### src/rtl/mem_burst_master_if.sv
// Host request/write/read channels plus memory port for mem_burst_master.
// The master modport is the burst engine's view; slave is the host and memory side.
interface mem_burst_master_if #(
    parameter int ADDR_W = 4,
    parameter int DATA_W = 8
);
    logic              REQ_VALID;
    logic              REQ_READY;
    logic              REQ_WR;
    logic [ADDR_W-1:0] REQ_ADDR;
    logic [ADDR_W-1:0] REQ_LEN;
    logic [DATA_W-1:0] WDATA;
    logic              WDATA_VALID;
    logic              WDATA_READY;
    logic [DATA_W-1:0] RDATA;
    logic              RDATA_VALID;
    logic              BUSY;
    logic              DONE;
    logic [ADDR_W-1:0] MEM_ADDR;
    logic [DATA_W-1:0] MEM_DIN;
    logic              MEM_READ;
    logic              MEM_WRITE;
    logic [DATA_W-1:0] MEM_DOUT;

    modport master (
        input  REQ_VALID, REQ_WR, REQ_ADDR, REQ_LEN, WDATA, WDATA_VALID, MEM_DOUT,
        output REQ_READY, WDATA_READY, RDATA, RDATA_VALID, BUSY, DONE,
               MEM_ADDR, MEM_DIN, MEM_READ, MEM_WRITE
    );

    modport slave (
        output REQ_VALID, REQ_WR, REQ_ADDR, REQ_LEN, WDATA, WDATA_VALID, MEM_DOUT,
        input  REQ_READY, WDATA_READY, RDATA, RDATA_VALID, BUSY, DONE,
               MEM_ADDR, MEM_DIN, MEM_READ, MEM_WRITE
    );
endinterface

### src/rtl/mem_burst_master.sv
// Burst engine turning host read/write requests into sequential memory beats
// with wrapping addresses and a fixed-latency read return path.
module mem_burst_master #(
    parameter int ADDR_W = 4,
    parameter int DATA_W = 8,
    parameter int RD_LAT = 1
) (
    input  logic               CLK,
    input  logic               RESET,
    mem_burst_master_if.master bus
);

    typedef enum logic [2:0] {IDLE, WR, RD, DRAIN, FIN} state_e;

    state_e              state_q, state_d;
    logic                armed_q, armed_d;
    logic [ADDR_W-1:0]   ptr_q, ptr_d;
    logic [ADDR_W-1:0]   cnt_q, cnt_d;
    logic [ADDR_W-1:0]   addr_hold_q, addr_hold_d;
    logic [DATA_W-1:0]   din_hold_q, din_hold_d;
    logic [RD_LAT-1:0]   rd_vld_q, rd_vld_d;
    logic [DATA_W-1:0]   rdata_q, rdata_d;
    logic                rdata_valid_q, rdata_valid_d;
    logic                mem_read;

    always_comb begin
        state_d     = state_q;
        armed_d     = 1'b1;
        ptr_d       = ptr_q;
        cnt_d       = cnt_q;
        addr_hold_d = addr_hold_q;
        din_hold_d  = din_hold_q;
        mem_read    = (state_q == RD);

        rd_vld_d      = rd_vld_q << 1;
        rd_vld_d[0]   = mem_read;
        rdata_valid_d = rd_vld_q[RD_LAT-1];
        rdata_d       = rd_vld_q[RD_LAT-1] ? bus.MEM_DOUT : rdata_q;

        unique case (state_q)
            IDLE: begin
                if (bus.REQ_VALID && armed_q) begin
                    ptr_d   = bus.REQ_ADDR;
                    cnt_d   = bus.REQ_LEN;
                    state_d = bus.REQ_WR ? WR : RD;
                end
            end
            WR: begin
                addr_hold_d = ptr_q;
                din_hold_d  = bus.WDATA;
                if (bus.WDATA_VALID) begin
                    ptr_d = ptr_q + 1'b1;
                    cnt_d = cnt_q - 1'b1;
                    if (cnt_q == '0) state_d = FIN;
                end
            end
            RD: begin
                addr_hold_d = ptr_q;
                ptr_d       = ptr_q + 1'b1;
                cnt_d       = cnt_q - 1'b1;
                if (cnt_q == '0) state_d = DRAIN;
            end
            DRAIN: begin
                // Leave once the oldest outstanding read is being captured and nothing trails it.
                if (rd_vld_q[RD_LAT-1] && (rd_vld_d == '0)) state_d = FIN;
            end
            FIN:     state_d = IDLE;
            default: state_d = IDLE;
        endcase
    end

    always_ff @(posedge CLK or posedge RESET) begin
        if (RESET) begin
            state_q       <= IDLE;
            armed_q       <= 1'b0;
            ptr_q         <= '0;
            cnt_q         <= '0;
            addr_hold_q   <= '0;
            din_hold_q    <= '0;
            rd_vld_q      <= '0;
            rdata_q       <= '0;
            rdata_valid_q <= 1'b0;
        end else begin
            state_q       <= state_d;
            armed_q       <= armed_d;
            ptr_q         <= ptr_d;
            cnt_q         <= cnt_d;
            addr_hold_q   <= addr_hold_d;
            din_hold_q    <= din_hold_d;
            rd_vld_q      <= rd_vld_d;
            rdata_q       <= rdata_d;
            rdata_valid_q <= rdata_valid_d;
        end
    end

    // armed_q keeps REQ_READY low while RESET is held, since IDLE is entered asynchronously.
    assign bus.REQ_READY   = (state_q == IDLE) && armed_q;
    assign bus.BUSY        = (state_q != IDLE);
    assign bus.DONE        = (state_q == FIN);
    assign bus.WDATA_READY = (state_q == WR);
    assign bus.MEM_WRITE   = (state_q == WR) && bus.WDATA_VALID;
    assign bus.MEM_READ    = mem_read;
    assign bus.MEM_ADDR    = ((state_q == WR) || (state_q == RD)) ? ptr_q : addr_hold_q;
    assign bus.MEM_DIN     = (state_q == WR) ? bus.WDATA : din_hold_q;
    assign bus.RDATA       = rdata_q;
    assign bus.RDATA_VALID = rdata_valid_q;

endmodule

### src/flat_wrapper.sv
// flat-port wrapper written by rule: the top's interface ports become plain ports
module mem_burst_master_flat 
#(
    parameter int ADDR_W = 4,
    parameter int DATA_W = 8,
    parameter int RD_LAT = 1
)
  (CLK, RESET, bus_REQ_VALID, bus_REQ_WR, bus_REQ_ADDR, bus_REQ_LEN, bus_WDATA, bus_WDATA_VALID, bus_MEM_DOUT, bus_REQ_READY, bus_WDATA_READY, bus_RDATA, bus_RDATA_VALID, bus_BUSY, bus_DONE, bus_MEM_ADDR, bus_MEM_DIN, bus_MEM_READ, bus_MEM_WRITE);
  mem_burst_master_if #(.ADDR_W(ADDR_W), .DATA_W(DATA_W)) bus_i ();
  input  logic CLK;
  input  logic RESET;
  input wire logic [$bits(bus_i.REQ_VALID)-1:0] bus_REQ_VALID;
  input wire logic [$bits(bus_i.REQ_WR)-1:0] bus_REQ_WR;
  input wire logic [$bits(bus_i.REQ_ADDR)-1:0] bus_REQ_ADDR;
  input wire logic [$bits(bus_i.REQ_LEN)-1:0] bus_REQ_LEN;
  input wire logic [$bits(bus_i.WDATA)-1:0] bus_WDATA;
  input wire logic [$bits(bus_i.WDATA_VALID)-1:0] bus_WDATA_VALID;
  input wire logic [$bits(bus_i.MEM_DOUT)-1:0] bus_MEM_DOUT;
  output wire logic [$bits(bus_i.REQ_READY)-1:0] bus_REQ_READY;
  output wire logic [$bits(bus_i.WDATA_READY)-1:0] bus_WDATA_READY;
  output wire logic [$bits(bus_i.RDATA)-1:0] bus_RDATA;
  output wire logic [$bits(bus_i.RDATA_VALID)-1:0] bus_RDATA_VALID;
  output wire logic [$bits(bus_i.BUSY)-1:0] bus_BUSY;
  output wire logic [$bits(bus_i.DONE)-1:0] bus_DONE;
  output wire logic [$bits(bus_i.MEM_ADDR)-1:0] bus_MEM_ADDR;
  output wire logic [$bits(bus_i.MEM_DIN)-1:0] bus_MEM_DIN;
  output wire logic [$bits(bus_i.MEM_READ)-1:0] bus_MEM_READ;
  output wire logic [$bits(bus_i.MEM_WRITE)-1:0] bus_MEM_WRITE;
  assign bus_i.REQ_VALID = bus_REQ_VALID;
  assign bus_i.REQ_WR = bus_REQ_WR;
  assign bus_i.REQ_ADDR = bus_REQ_ADDR;
  assign bus_i.REQ_LEN = bus_REQ_LEN;
  assign bus_i.WDATA = bus_WDATA;
  assign bus_i.WDATA_VALID = bus_WDATA_VALID;
  assign bus_i.MEM_DOUT = bus_MEM_DOUT;
  assign bus_REQ_READY = bus_i.REQ_READY;
  assign bus_WDATA_READY = bus_i.WDATA_READY;
  assign bus_RDATA = bus_i.RDATA;
  assign bus_RDATA_VALID = bus_i.RDATA_VALID;
  assign bus_BUSY = bus_i.BUSY;
  assign bus_DONE = bus_i.DONE;
  assign bus_MEM_ADDR = bus_i.MEM_ADDR;
  assign bus_MEM_DIN = bus_i.MEM_DIN;
  assign bus_MEM_READ = bus_i.MEM_READ;
  assign bus_MEM_WRITE = bus_i.MEM_WRITE;
  mem_burst_master #(.ADDR_W(ADDR_W), .DATA_W(DATA_W), .RD_LAT(RD_LAT)) u_core (.CLK(CLK), .RESET(RESET), .bus(bus_i));
endmodule
### config.mk
export PLATFORM = sky130hd
export DESIGN_NAME = mem_burst_master_flat
export DESIGN_NICKNAME = d
export VERILOG_FILES = /design/src/rtl/mem_burst_master_if.sv /design/src/rtl/mem_burst_master.sv /design/src/flat_wrapper.sv
export SDC_FILE = /design/constraint.sdc
export NUM_CORES = 1
export LEC_CHECK = 0
export ABC_CLOCK_PERIOD_IN_PS = 1700
export CAP_MARGIN = 20
export CORE_MARGIN = 1
export CORE_UTILIZATION = 40
export CTS_CLUSTER_DIAMETER = 60
export DETAILED_ROUTE_END_ITERATION = 12
export PLACE_DENSITY = 0.75
export SLEW_MARGIN = 20
export SYNTH_ARGS = -nofsm -noshare
export SYNTH_HDL_FRONTEND = slang
export SYNTH_SLANG_ARGS = --single-unit
### constraint.sdc
create_clock -name CLK -period 1.7 [get_ports CLK]
set_input_delay 0.17 -clock CLK [delete_from_list [all_inputs] [get_ports CLK]]
set_output_delay 0.17 -clock CLK [all_outputs]
set_load 0.05 [all_outputs]
==> results of run 1 <==
## timing repair
action                     4_1_cts  5_1_grt
buffers inserted                10        4
gates cloned                     0        1
pin swaps                        9       13
resized for setup               22       30
setup endpoints to repair       19       20
## registers in the layout (all words and copies together) (netlist names)
signal                  count
u_core.cnt_q                4
u_core.state_q              3
u_core.rd_vld_q             1
u_core.ptr_q                4
u_core.addr_hold_q          4
u_core.din_hold_q           8
u_core.bus.RDATA            8
u_core.bus.RDATA_VALID      1
u_core.armed_q              1
## layout make-up
class	count	area, µm²	area share [%]
clock buffers	5	68.8	2.51
clock inverters	2	10.0	0.365
inverters	5	18.8	0.684
multi-input cells	90	812	29.6
flip-flops and latches	34	852	31.1
well taps	48	60.1	2.19
repair buffers	78	921	33.6
## worst paths after layout
check	end	from	slack, ns
min	u_core.din_hold_q[3]$_DFF_PP0_	RESET	0.10
min in group CLK	u_core.ptr_q[1]$_DFFE_PP0P_	bus_REQ_ADDR[1]	0.50
max	bus_MEM_DIN[6]	u_core.state_q[2]$_DFFE_PP0P_	-0.20
max in group asynchronous	u_core.state_q[1]$_DFFE_PP0P_	RESET	1.15
min reg2reg	u_core.bus.RDATA[6]$_DFFE_PP0P_	u_core.bus.RDATA[6]$_DFFE_PP0P_	0.51
max reg2reg	u_core.state_q[0]$_DFFE_PP0P_	u_core.state_q[0]$_DFFE_PP0P_	-0.12
## per-layer routing
metal	GRT usage (%)	up-vias	part of all wire, %
met5	0	-	0
met3	6.94	15	4.0
met2	34.1	46	54
met4	12.5	0	3.5
met1	22.0	687	39
li1	-	622	-
## per-stage QoR
step	setup WS, ns	std cells	utilization [%]	setup TNS [ns]	hold slack (ns)
3_5_place_dp	-0.0522	240	62.1	-0.217	0.405
2_1_floorplan	-0.0268	135	-	-0.392	0.312
5_1_grt	-0.260	262	72.7	-3.68	0.111
6_report	-0.199	262	72.7	-2.64	0.103
4_1_cts	-0.237	257	68.3	-2.22	0.0993
3_3_place_gp	0.00419	240	62.1	0	0.393
## synth_stat cells (2+ instances only)
library cell,number,area share [%]
sky130_fd_sc_hd__and2_1,3,1.2
sky130_fd_sc_hd__nor2_2,2,0.77
sky130_fd_sc_hd__inv_1,5,1.2
sky130_fd_sc_hd__mux2i_1,3,1.9
sky130_fd_sc_hd__buf_6,3,2.1
sky130_fd_sc_hd__dfrtp_1,34,53
sky130_fd_sc_hd__a21oi_1,5,1.5
sky130_fd_sc_hd__nor3_1,4,1.2
sky130_fd_sc_hd__mux2_2,16,11
sky130_fd_sc_hd__ha_1,2,1.5
sky130_fd_sc_hd__nor2_1,7,1.6
sky130_fd_sc_hd__a211oi_1,2,0.93
sky130_fd_sc_hd__a22o_1,2,1.1
sky130_fd_sc_hd__nand2_1,17,3.9
sky130_fd_sc_hd__o21ai_0,5,1.5
sky130_fd_sc_hd__buf_2,2,0.62
## kinds of logic (layout without fill, tap and decap cells)
logic type | after synthesis | count (layout) | share of synthesized area (%)
and+or+nand+nor | 42 | 42 | 13.2
DFF | 34 | 34 | 52.6
muxes | 20 | 20 | 13.9
other | 1 | 1 | 0.232
buffers and inverters | 11 | 90 | 4.33
adders and majority gates | 2 | 2 | 1.55
AOI/OAI and AO/OA | 24 | 24 | 12.5
xor gates and xnor gates | 1 | 1 | 1.70
==> flow_summary.toml, run 1 <==
[synthesis]
yosys_register_bits = 34
number_of_synthesized_flops_with_an_enable_pin = 0
post_synth.cell_area_avg_um2 = 12.0
synth_area_mm2 = 0.00162
yosysWarnings = 0
ys_seq_area_share_pct = 52.6
total_nets_after_synthesis = 166
netlist-cell-type-count = 39
synth_flop_cell = "sky130_fd_sc_hd__dfrtp_1"
netlist_instances = 135
postSynth.asyncResetShare_pct = 100

[outcome]
status = "finished, violations left"
failed_checks = "setup timing"

[final_layout]
fin_area_mm2 = 0.00274
layout.cells.most_common_list = "sky130_fd_sc_hd__clkdlybuf4s50_1, sky130_fd_sc_hd__dfrtp_1, sky130_fd_sc_hd__buf_4"
layout.filler_cells = 239
insertedDiodeCount = 0
drive_above_1_share_pct = 44.4
finish.net_count = 245
areaGrowthSynthToFinish_pct = 69.5
layout_commonest_cell = "sky130_fd_sc_hd__clkdlybuf4s50_1"

[global_route]
grt_max_degree = 31
grt_first_pass_wirelength_mm = 6.38
globalRouteTotalUtil_pct = 20.4
vias_in_the_first_global_route = 1389
antenna_violations_before_repair = 0
grt.overflow.total = 0

[sta]
timing.final.max_slew_violations = 0
grt_setup_unrepaired = "true"
worst_pin_slew_ns = 0.534
period_share_pct = 112
worst_setup_skew_after_layout_ns = 0.00938
layout_setup_ws_ns = -0.199
fin_crit_ns = 1.90
slew_headroom_pct = 64.3
hold_viol = 0
fmax_ghz = 0.527
report.final.setup_viol = 18

[placement]
detailed_place_hpwl_mm = 2.80
postPlaceCellArea_mm2 = 0.00234
place.gp.congestion = 0.850
port_buffers = 55

[die]
placementRows = 22
die_w_um = 65.6
die-area_mm2 = 0.00430
die_height_um = 65.6
core_area_mm2 = 0.00377
num_io_pins = 56
initial_utilization_pct = 42.9

[critical_path]
cp_top_family = "simple AND/OR/NAND/NOR gates"
criticalPathCategory = "flip-flop to primary output"
critical_path_depth = 5
worst-path-max-fanout = 5
timing.critical_path.from_type = "flip-flop"
cp.arrival_ns = 1.73
critical_path.endpoint_type = "primary output"
reg2regPathDepth = 6
worst_path_max_delay_cell = "sky130_fd_sc_hd__dfrtp_1"
worstPathRequired_ns = 1.53
worstPathCellList = "or2b_4 -> nor2_4 -> clkbuf_16 -> mux2_4 -> buf_8"
cpPeakStageDelay_ns = 0.39
critical_path.n_buffers_inverters = 2

[clocking]
clk_path_buf_depth = 2
clk-insertion-delay-late_ns = 0.28
cts-root-buf = "sky130_fd_sc_hd__clkbuf_8"
cts_inserted_buffers = 5
clock_pin_slew_worst_setup_and_hold_paths_ns = 0.07
cts_sinks = 34
htree_num_levels = 2
clock_tree_from_tritoncts = "yes"
postCtsHoldBufs = 0

[drt]
avgRoutedWirePerCell_um = 16.8
detailed_router_s_first_iteration_violation_count = 56
antenna_violating_nets_post_route = 0
detailroute.via_count = 1370
postRouteWirelength_mm = 4.40
routed_via_density = 5.23
drcViolationCount = 0
detailedRoute.firstPassIterationCount = 4

[worst_hold_path]
worst_hold_path_type = "primary input to asynchronous set/reset pin"

[run]
max_cap_viol_count = 0
Power of run 1 is not shown: default switching activity piles up to over one toggle a cycle in this logic, so the estimate is an artifact.
==> run 2, diff against run 1 <==
MAX_ROUTING_LAYER = met4   (was unset)
==> flow_summary.toml, run 2 (synthesis results as in run 1) <==
[drt]
detailed_router_s_first_iteration_violation_count = 64
drcViolationCount = 0
routed_via_density = 5.13
antenna_violating_nets_post_route = 0
detailroute.via_count = 1343
detailedRoute.firstPassIterationCount = 4
postRouteWirelength_mm = 4.19
avgRoutedWirePerCell_um = 16.0

[sta]
setup-tns-final_ns = -2.16
fmax_ghz = 0.517
timing.final.max_slew_violations = 0
fin_crit_ns = 1.93
layout_setup_ws_ns = -0.233
report.final.setup_viol = 18
worst_setup_skew_after_layout_ns = 0.00958
hold_viol = 0
worst_hold_slack_ns = 0.119
worst_pin_slew_ns = 0.507
slew_headroom_pct = 66.1
grt_setup_unrepaired = "true"
period_share_pct = 114

[die]
die_height_um = 65.6
num_io_pins = 56
die_w_um = 65.6
placementRows = 22
die-area_mm2 = 0.00430
initial_utilization_pct = 42.9
core_area_mm2 = 0.00377

[critical_path]
cp.arrival_ns = 1.76
critical_path.endpoint_type = "primary output"
worst_path_max_delay_cell = "sky130_fd_sc_hd__dfrtp_1"
rrSetupSlack_ns = -0.05
worst-path-max-fanout = 10
criticalPathCategory = "flip-flop to primary output"
worst_r2r_startpoint = "u_core.state_q[0]$_DFFE_PP0P_"
cpPeakStageDelay_ns = 0.39
reg_to_reg_endpoint = "u_core.state_q[0]$_DFFE_PP0P_"
timing.critical_path.from_type = "flip-flop"
worstPathRequired_ns = 1.53
worstPathCellList = "or2b_4 -> nor2_4 -> buf_12 -> mux2_2 -> buf_6"
reg2regPathDepth = 6

[placement]
detailed_place_hpwl_mm = 2.91
place.gp.congestion = 0.860
post-place-cells = 240
place_worst_setup_slack_ns = -0.0355
port_buffers = 55

[clocking]
htree_num_levels = 2
clock_pin_slew_worst_setup_and_hold_paths_ns = 0.07
cts_sinks = 34
postCtsHoldBufs = 0
cts-root-buf = "sky130_fd_sc_hd__clkbuf_8"
cts_inserted_buffers = 5
clk-insertion-delay-late_ns = 0.28
clock_tree_from_tritoncts = "yes"
clk_path_buf_depth = 2

[worst_hold_path]
worst_hold_path_type = "primary input to asynchronous set/reset pin"

[global_route]
grt.overflow.total = 0
grt_max_degree = 31
globalRouteTotalUtil_pct = 22.5
antenna_violations_before_repair = 0
vias_in_the_first_global_route = 1470
grt_first_pass_wirelength_mm = 6.97

[final_layout]
layout.cells.most_common_list = "sky130_fd_sc_hd__clkdlybuf4s50_1, sky130_fd_sc_hd__dfrtp_1, sky130_fd_sc_hd__buf_4"
insertedDiodeCount = 0
layout.filler_cells = 246
drive_above_1_share_pct = 44.9
finish.net_count = 245
layout_commonest_cell = "sky130_fd_sc_hd__clkdlybuf4s50_1"
areaGrowthSynthToFinish_pct = 65.7
post_layout_nonfiller_instances = 262

[outcome]
status = "finished, violations left"
failed_checks = "setup timing"

[run]
max_cap_viol_count = 0
## run 2: cell types whose count changed in the layout (fill, tap and decap cells not counted), sizes merged
cell	previous run	this run
clkinv	2	0
buf	40	41
clkbuf	6	7
## run 2: layer usage
layer	GRT usage, %	wire [µm]	vias up
met5	-	0	-
li1	-	-	628
met3	3.82	167	5
met1	24.7	1700	672
met2	39.8	2270	38
met4	9.51	56	0
## run 2: cell type report
type | instances | area (µm²) | share of cell area [%]
repair buffers | 78 | 881 | 32.9
flip-flops and latches | 34 | 852 | 31.8
multi-input cells | 90 | 793 | 29.6
clock buffers | 7 | 76.3 | 2.85
well taps | 48 | 60.1 | 2.24
inverters | 5 | 18.8 | 0.700
## run 2: worst max-delay path by stage
stage	from	endpoint	slack, ns	cells after the start
3_3_place_gp	bus_WDATA_VALID	u_core.state_q[0]$_DFFE_PP0P_	0.008	5
6_report	u_core.state_q[0]$_DFFE_PP0P_	bus_MEM_DIN[5]	-0.23	5
5_1_grt	u_core.state_q[0]$_DFFE_PP0P_	bus_MEM_DIN[5]	-0.29	5
3_5_place_dp	bus_WDATA_VALID	u_core.ptr_q[3]$_DFFE_PP0P_	-0.04	5
4_1_cts	u_core.state_q[0]$_DFFE_PP0P_	bus_MEM_DIN[3]	-0.22	5
2_1_floorplan	u_core.state_q[2]$_DFFE_PP0P_	u_core.din_hold_q[0]$_DFF_PP0_	-0.03	3
## run 2: critical path, delay by kind of cell, from the launching register on
family	cells	cell delay, ns
mux	1	0.35
flops	1	0.39
simple gates	2	0.44
buf+inv	2	0.30
## run 2: per-stage QoR
| stage | util [%] | cell area [µm²] |
|---|---|---|
| floorplan | - | 1630 |
| global placement | 62.1 | 2340 |
| detailed placement | 62.1 | 2340 |
| CTS | 69.3 | 2610 |
| global route | 71.1 | 2680 |
| finish | 71.1 | 2680 |
## run 2: repair_timing
item                                    4_1_cts  5_1_grt
endpoints found under the setup margin       19       26
resized for setup                            31       12
buffers inserted                             11        4
pin swaps                                    12        7
Power of run 2 is left out for the same reason.
